`src/rtl/i2c_pkg.sv`:
```
// Shared I2C definitions: SCL scheduler state encoding and phase-length helpers.
// Contents:
//   scl_state_t   - SCL scheduler states (IDLE, LOW, WAIT_HIGH, HIGH)
//   calc_high_cyc - SCL high-phase length in clk cycles
//   calc_low_cyc  - SCL low-phase length in clk cycles
package i2c_pkg;

  typedef enum logic [1:0] {
    IDLE      = 2'd0,
    LOW       = 2'd1,
    WAIT_HIGH = 2'd2,
    HIGH      = 2'd3
  } scl_state_t;

  // High phase: DUTY percent of the SCL period, rounded down.
  function automatic int unsigned calc_high_cyc(input int unsigned clk_khz,
                                                input int unsigned scl_khz,
                                                input int unsigned duty);
    int unsigned period;
    period = clk_khz / scl_khz;
    return (period * duty) / 100;
  endfunction

  // Low phase: whatever remains of the period, so low + high == period.
  function automatic int unsigned calc_low_cyc(input int unsigned clk_khz,
                                               input int unsigned scl_khz,
                                               input int unsigned duty);
    int unsigned period;
    period = clk_khz / scl_khz;
    return period - calc_high_cyc(clk_khz, scl_khz, duty);
  endfunction

endpackage

```
`src/rtl/i2c_scl_sched_sync_2ff.sv`:
```
// Two-flop synchronizer for an asynchronous pad input; resets to 1 (idle bus level).
// Ports:
//   clk, rst_n - clock, asynchronous active-low reset
//   i_d        - asynchronous input
//   o_q        - synchronized output (2 clk cycles of latency)
module sync_2ff (
  input  logic clk,
  input  logic rst_n,
  input  logic i_d,
  output logic o_q
);

  logic r_meta;
  logic r_sync;

  always_ff @(posedge clk or negedge rst_n) begin
    if (!rst_n) begin
      r_meta <= 1'b1;
      r_sync <= 1'b1;
    end else begin
      r_meta <= i_d;
      r_sync <= r_meta;
    end
  end

  assign o_q = r_sync;

endmodule

```
`src/rtl/i2c_scl_sched.sv`:
```
// SCL timing scheduler for the I2C master: generates SCL low/high phases with a
// cycle counter, honours slave clock stretching and emits one-cycle phase strobes.
// Optional macro I2C_SCL_STRETCH_TIMEOUT_EN enables the stretch timeout.
// Ports:
//   clk, rst_n - system clock, asynchronous active-low reset
//   en         - request SCL clocking (sampled in IDLE and on the last HIGH cycle)
//   scl_i      - SCL pad input (asynchronous)
//   scl_oe     - 1 = drive SCL low, 0 = release
//   fall_stb   - SCL driven low this cycle
//   chg_stb    - mid-low, SDA may change
//   rise_stb   - SCL seen high
//   smp_stb    - mid-high, sample SDA
//   done       - clocking finished, SCL left high
//   busy       - state != IDLE
//   stretched  - SCL released but still held low externally
//   timeout    - stretch timeout pulse (0 without the macro)
module i2c_scl_sched
  import i2c_pkg::*;
#(
  parameter int unsigned CLK_FREQ_KHZ = 100000,
  parameter int unsigned SCL_FREQ_KHZ = 100,
  parameter int unsigned DUTY         = 50,
  parameter int unsigned TIMEOUT_CYC  = 100000
) (
  input  logic clk,
  input  logic rst_n,
  input  logic en,
  input  logic scl_i,
  output logic scl_oe,
  output logic fall_stb,
  output logic chg_stb,
  output logic rise_stb,
  output logic smp_stb,
  output logic done,
  output logic busy,
  output logic stretched,
  output logic timeout
);

  localparam int unsigned PERIOD   = CLK_FREQ_KHZ / SCL_FREQ_KHZ;
  localparam int unsigned HIGH_CYC = calc_high_cyc(CLK_FREQ_KHZ, SCL_FREQ_KHZ, DUTY);
  localparam int unsigned LOW_CYC  = calc_low_cyc(CLK_FREQ_KHZ, SCL_FREQ_KHZ, DUTY);
  localparam int unsigned CW       = $clog2(PERIOD) + 1;

  localparam logic [CW-1:0] LOW_MID   = CW'(LOW_CYC / 2);
  localparam logic [CW-1:0] LOW_LAST  = CW'(LOW_CYC - 1);
  localparam logic [CW-1:0] HIGH_MID  = CW'(HIGH_CYC / 2);
  localparam logic [CW-1:0] HIGH_LAST = CW'(HIGH_CYC - 1);

  // Elaboration guards on phase lengths and timeout.
  if (LOW_CYC < 4 || HIGH_CYC < 4) begin : g_bad_phase
    $error("i2c_scl_sched: LOW_CYC and HIGH_CYC must both be >= 4");
  end
  if (TIMEOUT_CYC < 2) begin : g_bad_timeout
    $error("i2c_scl_sched: TIMEOUT_CYC must be >= 2");
  end

  scl_state_t    r_state, w_nxt_state;
  logic [CW-1:0] r_cnt, w_nxt_cnt;
  logic          r_scl_oe, w_nxt_scl_oe;
  logic          r_fall, w_nxt_fall;
  logic          r_chg, w_nxt_chg;
  logic          r_rise, w_nxt_rise;
  logic          r_smp, w_nxt_smp;
  logic          r_done, w_nxt_done;
  logic          r_busy, w_nxt_busy;
  logic          r_stretched, w_nxt_stretched;
  logic          r_timeout, w_nxt_timeout;
  logic          w_scl_s;
  logic          w_to_hit;

  // SCL pad synchronizer.
  sync_2ff u_scl_sync (
    .clk   (clk),
    .rst_n (rst_n),
    .i_d   (scl_i),
    .o_q   (w_scl_s)
  );

`ifdef I2C_SCL_STRETCH_TIMEOUT_EN
  localparam int unsigned TW = $clog2(TIMEOUT_CYC) + 1;
  logic [TW-1:0] r_scnt;

  // Stretch counter: counts consecutive WAIT_HIGH cycles, cleared on exit.
  always_ff @(posedge clk or negedge rst_n) begin
    if (!rst_n) begin
      r_scnt <= '0;
    end else if (r_state == WAIT_HIGH && w_nxt_state == WAIT_HIGH) begin
      r_scnt <= r_scnt + TW'(1);
    end else begin
      r_scnt <= '0;
    end
  end

  assign w_to_hit = (r_state == WAIT_HIGH) && (r_scnt == TW'(TIMEOUT_CYC - 1));
`else
  assign w_to_hit = 1'b0;
`endif

  // State and registered outputs.
  always_ff @(posedge clk or negedge rst_n) begin
    if (!rst_n) begin
      r_state     <= IDLE;
      r_cnt       <= '0;
      r_scl_oe    <= 1'b0;
      r_fall      <= 1'b0;
      r_chg       <= 1'b0;
      r_rise      <= 1'b0;
      r_smp       <= 1'b0;
      r_done      <= 1'b0;
      r_busy      <= 1'b0;
      r_stretched <= 1'b0;
      r_timeout   <= 1'b0;
    end else begin
      r_state     <= w_nxt_state;
      r_cnt       <= w_nxt_cnt;
      r_scl_oe    <= w_nxt_scl_oe;
      r_fall      <= w_nxt_fall;
      r_chg       <= w_nxt_chg;
      r_rise      <= w_nxt_rise;
      r_smp       <= w_nxt_smp;
      r_done      <= w_nxt_done;
      r_busy      <= w_nxt_busy;
      r_stretched <= w_nxt_stretched;
      r_timeout   <= w_nxt_timeout;
    end
  end

  // Next-state and next-output logic. Strobes are decoded from the next count
  // so they appear in the cycle whose count matches the phase point.
  always_comb begin
    w_nxt_state     = r_state;
    w_nxt_cnt       = r_cnt;
    w_nxt_scl_oe    = r_scl_oe;
    w_nxt_fall      = 1'b0;
    w_nxt_chg       = 1'b0;
    w_nxt_rise      = 1'b0;
    w_nxt_smp       = 1'b0;
    w_nxt_done      = 1'b0;
    w_nxt_stretched = 1'b0;
    w_nxt_timeout   = 1'b0;

    case (r_state)
      IDLE: begin
        if (en) begin
          w_nxt_state  = LOW;
          w_nxt_cnt    = '0;
          w_nxt_scl_oe = 1'b1;
          w_nxt_fall   = 1'b1;
        end
      end
      LOW: begin
        w_nxt_cnt = r_cnt + CW'(1);
        w_nxt_chg = (r_cnt + CW'(1)) == LOW_MID;
        if (r_cnt == LOW_LAST) begin
          w_nxt_state  = WAIT_HIGH;
          w_nxt_cnt    = '0;
          w_nxt_scl_oe = 1'b0;
        end
      end
      WAIT_HIGH: begin
        if (w_scl_s) begin
          w_nxt_state = HIGH;
          w_nxt_cnt   = '0;
          w_nxt_rise  = 1'b1;
        end else if (w_to_hit) begin
          w_nxt_state   = IDLE;
          w_nxt_scl_oe  = 1'b0;
          w_nxt_timeout = 1'b1;
        end else begin
          // Registered, so it first shows in the second WAIT_HIGH cycle.
          w_nxt_stretched = 1'b1;
        end
      end
      HIGH: begin
        w_nxt_cnt = r_cnt + CW'(1);
        w_nxt_smp = (r_cnt + CW'(1)) == HIGH_MID;
        if (r_cnt == HIGH_LAST) begin
          w_nxt_cnt = '0;
          if (en) begin
            w_nxt_state  = LOW;
            w_nxt_scl_oe = 1'b1;
            w_nxt_fall   = 1'b1;
          end else begin
            w_nxt_state  = IDLE;
            w_nxt_scl_oe = 1'b0;
            w_nxt_done   = 1'b1;
          end
        end
      end
      default: begin
        w_nxt_state  = IDLE;
        w_nxt_cnt    = '0;
        w_nxt_scl_oe = 1'b0;
      end
    endcase

    w_nxt_busy = (w_nxt_state != IDLE);
  end

  assign scl_oe    = r_scl_oe;
  assign fall_stb  = r_fall;
  assign chg_stb   = r_chg;
  assign rise_stb  = r_rise;
  assign smp_stb   = r_smp;
  assign done      = r_done;
  assign busy      = r_busy;
  assign stretched = r_stretched;
  assign timeout   = r_timeout;

endmodule

```
`config.mk`:
```
export PLATFORM = sky130hd
export DESIGN_NAME = i2c_scl_sched
export DESIGN_NICKNAME = d
export VERILOG_FILES = /design/src/rtl/i2c_pkg.sv /design/src/rtl/i2c_scl_sched_sync_2ff.sv /design/src/rtl/i2c_scl_sched.sv
export SDC_FILE = /design/constraint.sdc
export NUM_CORES = 1
export LEC_CHECK = 0
export BUFFER_PORTS_ARGS = -buffer_cell sky130_fd_sc_hd__buf_4
export CORE_MARGIN = 2
export CORE_UTILIZATION = 25
export DETAILED_ROUTE_END_ITERATION = 7
export SLEW_MARGIN = 0
export SYNTH_ARGS = -nofsm -noshare
export SYNTH_HDL_FRONTEND = slang
export SYNTH_SLANG_ARGS = --single-unit
export TNS_END_PERCENT = 10
```
`constraint.sdc`:
```
create_clock -name clk -period 3.55 [get_ports clk]
set_input_delay 0.5325 -clock clk [delete_from_list [all_inputs] [get_ports clk]]
set_output_delay 0.5325 -clock clk [all_outputs]
set_load 0.01 [all_outputs]
```
==> impl_metrics.json <==
{
  "coreArea_sq_mm": 0.00544,
  "ys_ff_latch": 23,
  "rows": 27,
  "cts.sinks": 23,
  "start_util_pct": 25.5,
  "synth-async-reset-ratio_pct": 100,
  "die_x_microns": 78.5,
  "maxSlewHeadroom_pct": 62.7,
  "place.gp.congestion": 0.815,
  "path_class": "reg2reg",
  "wl_microns": 3020,
  "postCtsSetupBuffers": 0,
  "status": "finished clean",
  "numPortBuffers": 11,
  "synth.net_count": 160,
  "path_clk_slew_ns": 0.09,
  "die-area_sq_mm": 0.00616,
  "cts_root_buffer": "clkbuf_8",
  "antenna_cells": 0,
  "synth_edf_count": 0,
  "hold_viol_final": 0,
  "syn_inst": 149,
  "cp.arrival_ns": 2.50,
  "clk_path_buf_depth": 2,
  "synth.distinct_cells": 48,
  "layout_commonest_cell": "dfrtp_1",
  "drc": 0,
  "vias": 1134,
  "numCtsBuffers": 3,
  "largest_reg_flops": 11,
  "htree_num_levels": 1,
  "largest_register": "r_cnt",
  "grt_max_degree": 24,
  "area_growth_pct": 11.8,
  "post-place-ws_ns": 1.25,
  "yosys_warnings": 0,
  "p_per_area_mw_per_mm2": 285,
  "setup_viol": 0,
  "grt_pass1_wl_microns": 5060,
  "dr.pass1.iters": 4,
  "totalPowerFinal_w": 0.000442,
  "syn_area_per_cell_sq_um": 9.30,
  "synthFlopType": "dfrtp_1",
  "grt_usage_pct": 10.4,
  "drive_above_1_share_pct": 15.5,
  "gr-usage-met3_pct": 1.95,
  "crit_required_ns": 3.69,
  "dpl_cell_area_sq_mm": 0.00150,
  "end_kind": "register",
  "hpwl_microns": 2120,
  "grt-ovfl-total": 0,
  "rr_startpoint": "r_cnt[0]$_DFFE_PN0P_",
  "cp_slowest_stage_delay_ns": 0.48,
  "vdd_drop_max_v": 0.000110,
  "worst_pin_slew_ns": 0.552,
  "drt-initial-drc-count": 74,
  "cts-resized-gates": 0,
  "worst_r2r_path_depth": 5,
  "fin_ws_ns": 1.19,
  "rsz0062_at_grt": "false",
  "mostFrequentLayoutCells": "dfrtp_1, a31oi_1, buf_4",
  "drv_cap": 0,
  "fin_worst_skew_ns": 0.00290,
  "grt_util_met2_pct": 16.4,
  "r2r-end": "r_cnt[1]$_DFFE_PN0P_",
  "timing.final.crit_period_ns": 2.36,
  "ioPinCount": 13,
  "cp_max_fo": 13,
  "setup-tns-final_ns": 0,
  "top_usage_layer": "met2",
  "startpoint_type": "register",
  "drv_slew": 0,
  "crit_family": "simple AND/OR/NAND/NOR gates",
  "crit_slowest_cell": "nor4b_1",
  "grt_use_met1_pct": 14.6,
  "hold_ws_ns": 0.147,
  "seq_area_frac_synth_pct": 41.7,
  "postCtsHoldBufs": 0,
  "reg_top3": "r_cnt x11, r_state x2",
  "antenna_found_initial": 0,
  "p_leak_nw": 0.633,
  "period_share_pct": 66.4,
  "ant_nets": 0,
  "grt_pass1_vias": 1064,
  "die_h_microns": 78.5,
  "hold_class": "in2async",
  "via_per_inst": 5.00,
  "timing.critical_path.buf_inv": 0,
  "clock_latency_ns": 0.26,
  "cts_tree": "done",
  "rrSetupSlack_ns": 1.19,
  "post_drt_wl_per_cell_microns": 13.3,
  "crit_chain": "ha_1 > nor4b_1 > nand3_1 > nand2_1 > o22ai_1",
  "netlist_area_sq_mm": 0.00139,
  "fmax_mhz": 424,
  "postLayoutCellArea_sq_mm": 0.00155,
  "fin_nets": 167
}
synth_stat cells, types with 3 or more instances:
master	n	share of area [%]
a31oi_1	12	5.4
nor2_1	9	2.4
nand3_1	7	2.5
o21ai_0	7	2.5
nor4b_1	3	1.9
dfrtp_1	21	38
nand2_1	10	2.7
o22ai_1	3	1.4
nor3_1	5	1.8
ha_1	7	6.3
buf_2	3	1.1
nor2b_1	4	1.8
inv_1	8	2.2
a21oi_1	3	1.1
a32oi_1	3	1.9
final cells by class:
class | count | area [sq um]
Multi-Input combinational cell | 108 | 716
Inverter | 8 | 30.0
Clock inverter | 1 | 5.00
Timing Repair Buffer | 12 | 90.1
Tap cell | 72 | 90.1
Clock buffer | 3 | 41.3
Fill cell | 570 | 3890
Sequential cell | 23 | 578
how the worst max path moves through the flow:
stage / start / to / depth (start not counted)
5_1_grt: r_cnt[0]$_DFFE_PN0P_ / r_cnt[0]$_DFFE_PN0P_ / 5
6_report: r_cnt[0]$_DFFE_PN0P_ / r_cnt[1]$_DFFE_PN0P_ / 5
4_1_cts: r_cnt[0]$_DFFE_PN0P_ / r_cnt[4]$_DFFE_PN0P_ / 5
2_1_floorplan: r_state[0]$_DFF_PN0_ / r_cnt[10]$_DFFE_PN0P_ / 7
3_3_place_gp: r_cnt[0]$_DFFE_PN0P_ / r_cnt[8]$_DFFE_PN0P_ / 5
3_5_place_dp: r_cnt[0]$_DFFE_PN0P_ / r_cnt[4]$_DFFE_PN0P_ / 5
through the flow:
stage,util (%),instances
global placement,27.7,223
CTS,28.5,227
finish,28.5,227
global route,28.5,227
detailed placement,27.7,223
floorplan,-,149
report_power, final:
part	total (W)	switching (W)	internal [W]
sequential	0.000265	0.00000115	0.000264
clock	0.000169	0.0000903	0.0000784
combinational	0.00000863	0.00000645	0.00000218
total	0.000442	0.0000979	0.000344
layer usage:
layer | vias to the layer above | wire length, microns
met1 | 549 | 1470
met2 | 24 | 1380
li1 | 559 | -
met3 | 2 | 151
met4 | 0 | 16
met5 | - | 0
logic make-up (layout without fill, tap and decap cells):
logic type      count (synthesis)  in the layout  synth area share, %
compound gates                 38             38                 18.4
xor+xnor                        2              2                 1.26
fa+ha+maj                       7              7                 6.32
buf+inv                        18             24                 6.68
flops                          23             23                 41.7
mux                             1              1                0.722
other cells                     1              1                0.270
simple gates                   59             59                 24.6
worst register-to-register path, cell delays in order (launching register included):
cell and delay [ns]:
dfrtp_1 0.47, ha_1 0.38, nor4b_1 0.48, nand3_1 0.47, nand2_1 0.31, o22ai_1 0.12
No activity file was read; power rests on OpenSTA's default activity.
